==> src/rtl/alu_seq.sv <==
// alu_seq: registered, handshaked ALU with PSR flags and optional shift-add MUL.
// Optional multiplier under `ALU_MUL_EN. Ports: clk, reset_n, in_valid/in_ready,
// alu_cont, a, b -> alu_out, out_valid; psr_load/psr_in -> psr_flags.
module alu_seq #(
  parameter int WIDTH         = 16,
  parameter int ALU_CONT_BITS = 5
) (
  input  logic                     clk,
  input  logic                     reset_n,
  input  logic                     in_valid,
  output logic                     in_ready,
  input  logic [ALU_CONT_BITS-1:0] alu_cont,
  input  logic [WIDTH-1:0]         a,
  input  logic [WIDTH-1:0]         b,
  output logic [WIDTH-1:0]         alu_out,
  output logic                     out_valid,
  input  logic                     psr_load,
  input  logic [15:0]              psr_in,
  output logic [15:0]              psr_flags
);

  localparam int SW = $clog2(WIDTH);
  localparam int HW = WIDTH / 2;
  localparam int M  = WIDTH - 1;

  typedef logic [ALU_CONT_BITS-1:0] op_t;
  localparam op_t OP_AND  = op_t'(0);
  localparam op_t OP_OR   = op_t'(1);
  localparam op_t OP_XOR  = op_t'(2);
  localparam op_t OP_ADD  = op_t'(3);
  localparam op_t OP_SUB  = op_t'(4);
  localparam op_t OP_CMP  = op_t'(5);
  localparam op_t OP_MOV  = op_t'(6);
  localparam op_t OP_LSH  = op_t'(7);
  localparam op_t OP_LUI  = op_t'(8);
  localparam op_t OP_PASA = op_t'(9);
  localparam op_t OP_INC  = op_t'(10);
  localparam op_t OP_ADDU = op_t'(11);
  localparam op_t OP_ASHR = op_t'(13);

`ifdef ALU_MUL_EN
  localparam op_t OP_MUL = op_t'(12);
  localparam int  CW     = $clog2(WIDTH);
  typedef enum logic [1:0] {S_IDLE, S_DONE, S_MUL} state_t;
`else
  typedef enum logic [1:0] {S_IDLE, S_DONE} state_t;
`endif

  state_t state_q, state_d;
  logic accept;
  logic [WIDTH-1:0] res;
  logic res_we;
  logic n_q, z_q, f_q, l_q, c_q;
  logic n_d, z_d, f_d, l_d, c_d;
  logic n_we, z_we, f_we, l_we, c_we;
  logic [WIDTH:0] add_w;
  logic [WIDTH-1:0] sub_w, nb, lsh_w, asr_w;
  logic unused_psr;

`ifdef ALU_MUL_EN
  logic [2*WIDTH-1:0] prod_q, prod_d, mul_step;
  logic [WIDTH-1:0] mcand_q, mcand_d;
  logic [CW-1:0] cnt_q, cnt_d;
  logic [WIDTH:0] mul_sum;

  // Add multiplicand into the high half when the low bit is set, then shift.
  assign mul_sum  = {1'b0, prod_q[2*WIDTH-1:WIDTH]}
                  + (prod_q[0] ? {1'b0, mcand_q} : '0);
  assign mul_step = {mul_sum, prod_q[WIDTH-1:1]};
  assign in_ready = (state_q != S_MUL);
`else
  assign in_ready = 1'b1;
`endif

  assign accept    = in_valid && in_ready;
  assign out_valid = (state_q == S_DONE);
  assign psr_flags = {8'b0, n_q, z_q, f_q, 2'b00, l_q, 1'b0, c_q};
  assign unused_psr = ^{psr_in[15:8], psr_in[4:3], psr_in[1]};

  assign add_w = {1'b0, a} + {1'b0, b};
  assign sub_w = a - b;
  assign nb    = '0 - b;
  assign asr_w = $unsigned($signed(a) >>> b[SW-1:0]);

  // b is a signed amount: non-negative shifts left, negative shifts right.
  always_comb begin
    lsh_w = '0;
    if (!b[M]) begin
      if (b < WIDTH'(WIDTH)) lsh_w = a << b;
    end else if (nb < WIDTH'(WIDTH)) begin
      lsh_w = a >> nb;
    end
  end

  always_comb begin
    state_d = state_q;
    res     = '0;
    res_we  = 1'b0;
    n_we = 1'b0; z_we = 1'b0; f_we = 1'b0;
    l_we = 1'b0; c_we = 1'b0;
    n_d = 1'b0; z_d = 1'b0; f_d = 1'b0;
    l_d = 1'b0; c_d = 1'b0;
`ifdef ALU_MUL_EN
    prod_d  = prod_q;
    mcand_d = mcand_q;
    cnt_d   = cnt_q;
`endif
    case (state_q)
      S_IDLE, S_DONE: begin
        state_d = S_IDLE;
        if (accept) begin
          state_d = S_DONE;
          res_we  = 1'b1;
          case (alu_cont)
            OP_AND:  res = a & b;
            OP_OR:   res = a | b;
            OP_XOR:  res = a ^ b;
            OP_ADD: begin
              res  = add_w[M:0];
              c_we = 1'b1;
              c_d  = add_w[WIDTH];
              f_we = 1'b1;
              f_d  = (a[M] == b[M]) && (add_w[M] != a[M]);
            end
            OP_ADDU: res = add_w[M:0];
            OP_SUB: begin
              res  = sub_w;
              c_we = 1'b1;
              c_d  = (a < b);
              f_we = 1'b1;
              f_d  = (a[M] != b[M]) && (sub_w[M] != a[M]);
            end
            OP_CMP: begin
              res_we = 1'b0;
              z_we = 1'b1;
              z_d  = (a == b);
              n_we = 1'b1;
              n_d  = ($signed(a) < $signed(b));
              l_we = 1'b1;
              l_d  = (a < b);
            end
            OP_MOV:  res = b;
            OP_LSH:  res = lsh_w;
            OP_LUI:  res = b << HW;
            OP_PASA: res = a;
            OP_INC:  res = a + WIDTH'(1);
            OP_ASHR: res = asr_w;
`ifdef ALU_MUL_EN
            OP_MUL: begin
              res_we  = 1'b0;
              state_d = S_MUL;
              prod_d  = {{WIDTH{1'b0}}, b};
              mcand_d = a;
              cnt_d   = '0;
            end
`endif
            default: res = '0;
          endcase
        end
      end
`ifdef ALU_MUL_EN
      S_MUL: begin
        prod_d = mul_step;
        cnt_d  = cnt_q + CW'(1);
        if (cnt_q == CW'(WIDTH - 1)) begin
          state_d = S_DONE;
          res_we  = 1'b1;
          res     = mul_step[M:0];
          c_we = 1'b1;
          f_we = 1'b1;
          c_d  = |mul_step[2*WIDTH-1:WIDTH];
          f_d  = |mul_step[2*WIDTH-1:WIDTH];
        end
      end
`endif
      default: state_d = S_IDLE;
    endcase
  end

  always_ff @(posedge clk or negedge reset_n) begin
    if (!reset_n) begin
      state_q <= S_IDLE;
      alu_out <= '0;
      n_q <= 1'b0; z_q <= 1'b0; f_q <= 1'b0;
      l_q <= 1'b0; c_q <= 1'b0;
`ifdef ALU_MUL_EN
      prod_q  <= '0;
      mcand_q <= '0;
      cnt_q   <= '0;
`endif
    end else begin
      state_q <= state_d;
      if (res_we) alu_out <= res;
      // A software restore overrides any same-cycle flag update.
      if (psr_load) begin
        n_q <= psr_in[7];
        z_q <= psr_in[6];
        f_q <= psr_in[5];
        l_q <= psr_in[2];
        c_q <= psr_in[0];
      end else begin
        if (n_we) n_q <= n_d;
        if (z_we) z_q <= z_d;
        if (f_we) f_q <= f_d;
        if (l_we) l_q <= l_d;
        if (c_we) c_q <= c_d;
      end
`ifdef ALU_MUL_EN
      prod_q  <= prod_d;
      mcand_q <= mcand_d;
      cnt_q   <= cnt_d;
`endif
    end
  end

endmodule

==> config.mk <==
export PLATFORM = sky130hd
export DESIGN_NAME = alu_seq
export DESIGN_NICKNAME = d
export VERILOG_FILES = /design/src/rtl/alu_seq.sv
export SDC_FILE = /design/constraint.sdc
export NUM_CORES = 1
export LEC_CHECK = 0
export ABC_AREA = 1
export CORE_MARGIN = 2
export CORE_UTILIZATION = 40
export DETAILED_ROUTE_END_ITERATION = 6
export PLACE_DENSITY = 0.68
export SYNTH_ARGS = -nofsm -noshare
export SYNTH_HDL_FRONTEND = slang
export SYNTH_SLANG_ARGS = --single-unit
==> constraint.sdc <==
create_clock -name clk -period 1.1 [get_ports clk]
set_clock_uncertainty 0.15 [all_clocks]
set_input_delay 0.33 -clock clk [delete_from_list [all_inputs] [get_ports clk]]
set_output_delay 0.33 -clock clk [all_outputs]
set_load 0.02 [all_outputs]
==> metrics.yaml <==
critical_path:
  crit_chain: "buf_8, buf_6, nor2_4, nand2_2, nor2_4, nand2_1, nand2_1, nand2_1, nor2_2, nand2_2, nor2_4, buf_6, nand2_4, o21ai_2, nand2_2, nand2_1, nand3_1, nand2_1, nand2_1, nand2_2, nand2_2, nand2_1"
  max_stage_delay_ns: 0.16
  arrival_ns: 2.59
  startpoint_type: "input port"
  slowest_stage: "nor2_4"
  worst-setup-path-type: "input port to register"
  critPathTopFamily: "simple AND/OR/NAND/NOR gates"
  critPathRequiredTime_ns: 1.16
  crit_top_cell: "nand2_1"
  critPathBufInv: 3
  endpoint_kind: "register"
  path_max_fanout: 8
placed_design:
  gp_congestion: 1.056
  dp_slack_ns: -2.403
  dp_hpwl_um: 28270
  dp_cells: 1796
  io_buffers: 67
yosys:
  netlist_area_um2: 6539
  yosys.area.top_type: "nand2_1"
  synth-main-ff-cell: "dfrtp_1"
  synth_cell_type_count: 53
  synthTopCellsByArea: "nand2_1 18%, ha_1 9.6%, dfrtp_1 8.4%, nand3_1 7.3%, o21ai_0 7.3%"
  yosys_warnings: 0
  yosysSeqAreaShare_pct: 8.419
  syn_area_per_cell_um2: 5.532
  ys_seq_elements: 22
  synthArstFlopShare_pct: 100.0
  synth_top_area_share_pct: 18.37
  synth_edf_count: 0
  syn_inst: 1182
finish:
  antenna_cells: 0
  areaGrowthSynthToFinish_pct: 89.44
  layout_common_cells: "409 x buf_4, 270 x nand2_1, 72 x inv_1"
  fin_nets: 1767
  seqCellArea_um2: 550.5
  multi_input_area_um2: 6469
  stdcell_count: 1873
  drive_gt1_share_pct: 49.91
  num-fill-cells: 1134
  final_common_cell: "buf_4"
route:
  wl_per_cell_um: 20.68
  drtPass1Iterations: 7
  vias: 11130
  routed_wl_um: 38740
  via_per_inst: 5.944
  detail-route-antenna-nets: 0
  drt_iter0_markers: 1366
  drc: 2
timing:
  drv_slew: 0
  tightest_slew_ns: 0.5021
  rsz0062_at_grt: "yes"
  period_share_pct: 230.3
  fin_hold_ws_ns: 0.2689
  fin_ws_ns: -1.434
  period_needed_ns: 2.534
  setup_viol: 44
  slew_headroom_pct: 66.17
  hold_viol_final: 0
  fmax_ghz: 0.3947
floorplan:
  fp.dieW_um: 131.9
  num_io_pins: 91
  rows: 46
  initial_utilization_pct: 41.01
  dieArea_um2: 17390
  die_h_um: 131.9
  coreArea_um2: 15940
global_routing:
  grt_pass1_vias: 10390
  grt_max_degree: 35
  antenna_found_initial: 0
  grt_usage_pct: 39.62
  grt_overflow: 0
  grt_first_pass_wirelength_um: 55030
run:
  cap_violations: 0
power_and_ir_drop:
  p_total_mw: 7.386
  power.density_nw_per_um2: 596.3
  p_leak_nw: 5.979
  ir_drop_v: 0.0006397
clocking:
  cts_sinks: 22
  clk-insertion-delay-late_ns: 0.27
  cts_buffer_depth: 2
  numCtsBuffers: 3
  cts_hold_buf: 0
  htree_levels: 1
  clkTransAtPathRegs_ns: 0.07
  cts_tree: "done"
  root_buffer: "clkbuf_16"
run_status:
  violations: "design-rule violations, negative setup slack"
  status: "complete, but fails checks"
worst_hold_path:
  hold_class: "input port to async pin"
state kept, by name, indices dropped and copies added (netlist names):
signal,flops
f_q,1
z_q,1
n_q,1
alu_out,16
c_q,1
l_q,1
state_q,1
layout make-up:
class	count	area share [%]
clock buffer	3	0.6061
clock inverter	1	0.2424
inverter	135	4.646
multi-input combinational	969	52.22
sequential	22	4.444
tap	216	2.182
timing repair buffer	527	35.66
cells in the mapped netlist (all sizes together) (3+ instances only):
master and number:
ha 50, nor2 122, a31oi 5, o21a 8, o31ai 5, clkbuf 30, o211ai 8, nor4 3
nand2 328, clkinv 9, a221oi 7, a211oi 8, o2111ai 8, nor3 18, dfrtp 22, inv 126
o21ai 106, nand3 95, buf 36, o22ai 25, xor2 7, a21oi 94, nand4 30, o221ai 5
a21boi 4
kinds of logic after synthesis:
group                    after synthesis  synth area share [%]
AND/OR/NAND/NOR                      602                 40.41
AO/OA/AOI/OAI                        293                 25.97
buffers and inverters                201                 13.43
adder cells (fa/ha/maj)               52                 10.18
flip-flops                            22                 8.419
XOR/XNOR                               9                 1.320
other                                  2                0.1149
multiplexers                           1                0.1531
metrics by stage:
step	setup TNS, ns	cell area (µm²)	utilization (%)
global route	-34.87	12390	77.70
floorplan	-25.84	6868	-
global placement	-49.72	10230	64.18
finish	-31.31	12390	77.70
detailed placement	-50.78	10230	64.18
CTS	-29.48	11610	72.85
report_power, final:
part / leakage (nW) / switching (mW) / internal [mW] / total [mW]
Combinational: 5.64 / 2.90 / 2.44 / 5.34
Clock: 0.0511 / 0.351 / 0.725 / 1.08
Sequential: 0.286 / 0.0739 / 0.896 / 0.970
worst paths after layout:
| kind | from | endpoint | slack (ns) | cells after the start |
|---|---|---|---|---|
| max in group asynchronous | reset_n | alu_out[10]$_DFFE_PN0P_ | 0.37 | 2 |
| min in group clk | alu_out[4]$_DFFE_PN0P_ | alu_out[4]$_DFFE_PN0P_ | 0.36 | 2 |
| min reg2reg | alu_out[4]$_DFFE_PN0P_ | alu_out[4]$_DFFE_PN0P_ | 0.36 | 2 |
| max reg2reg | c_q$_DFFE_PN0P_ | c_q$_DFFE_PN0P_ | -0.08 | 5 |
| min | reset_n | alu_out[1]$_DFFE_PN0P_ | 0.27 | 2 |
| max | b[5] | alu_out[5]$_DFFE_PN0P_ | -1.43 | 22 |
layer usage:
metal  vias up  GRT usage [%]  part of all wire [%]
li1       4932              -                     -
met1      5092          47.78                    36
met2       836          65.97                    44
met3       273          7.305                    11
met4         0          23.25                   8.5
met5         -              0                     0
repair_timing:
action                                  in CTS  in global routing
resized for setup                          520                172
hold endpoints to repair                     0                  0
pin swaps                                  130                119
buffers inserted                            44                 30
endpoints found under the setup margin      44                 44
gates cloned                                 3                  1
No activity file was read; power rests on OpenSTA's default activity.
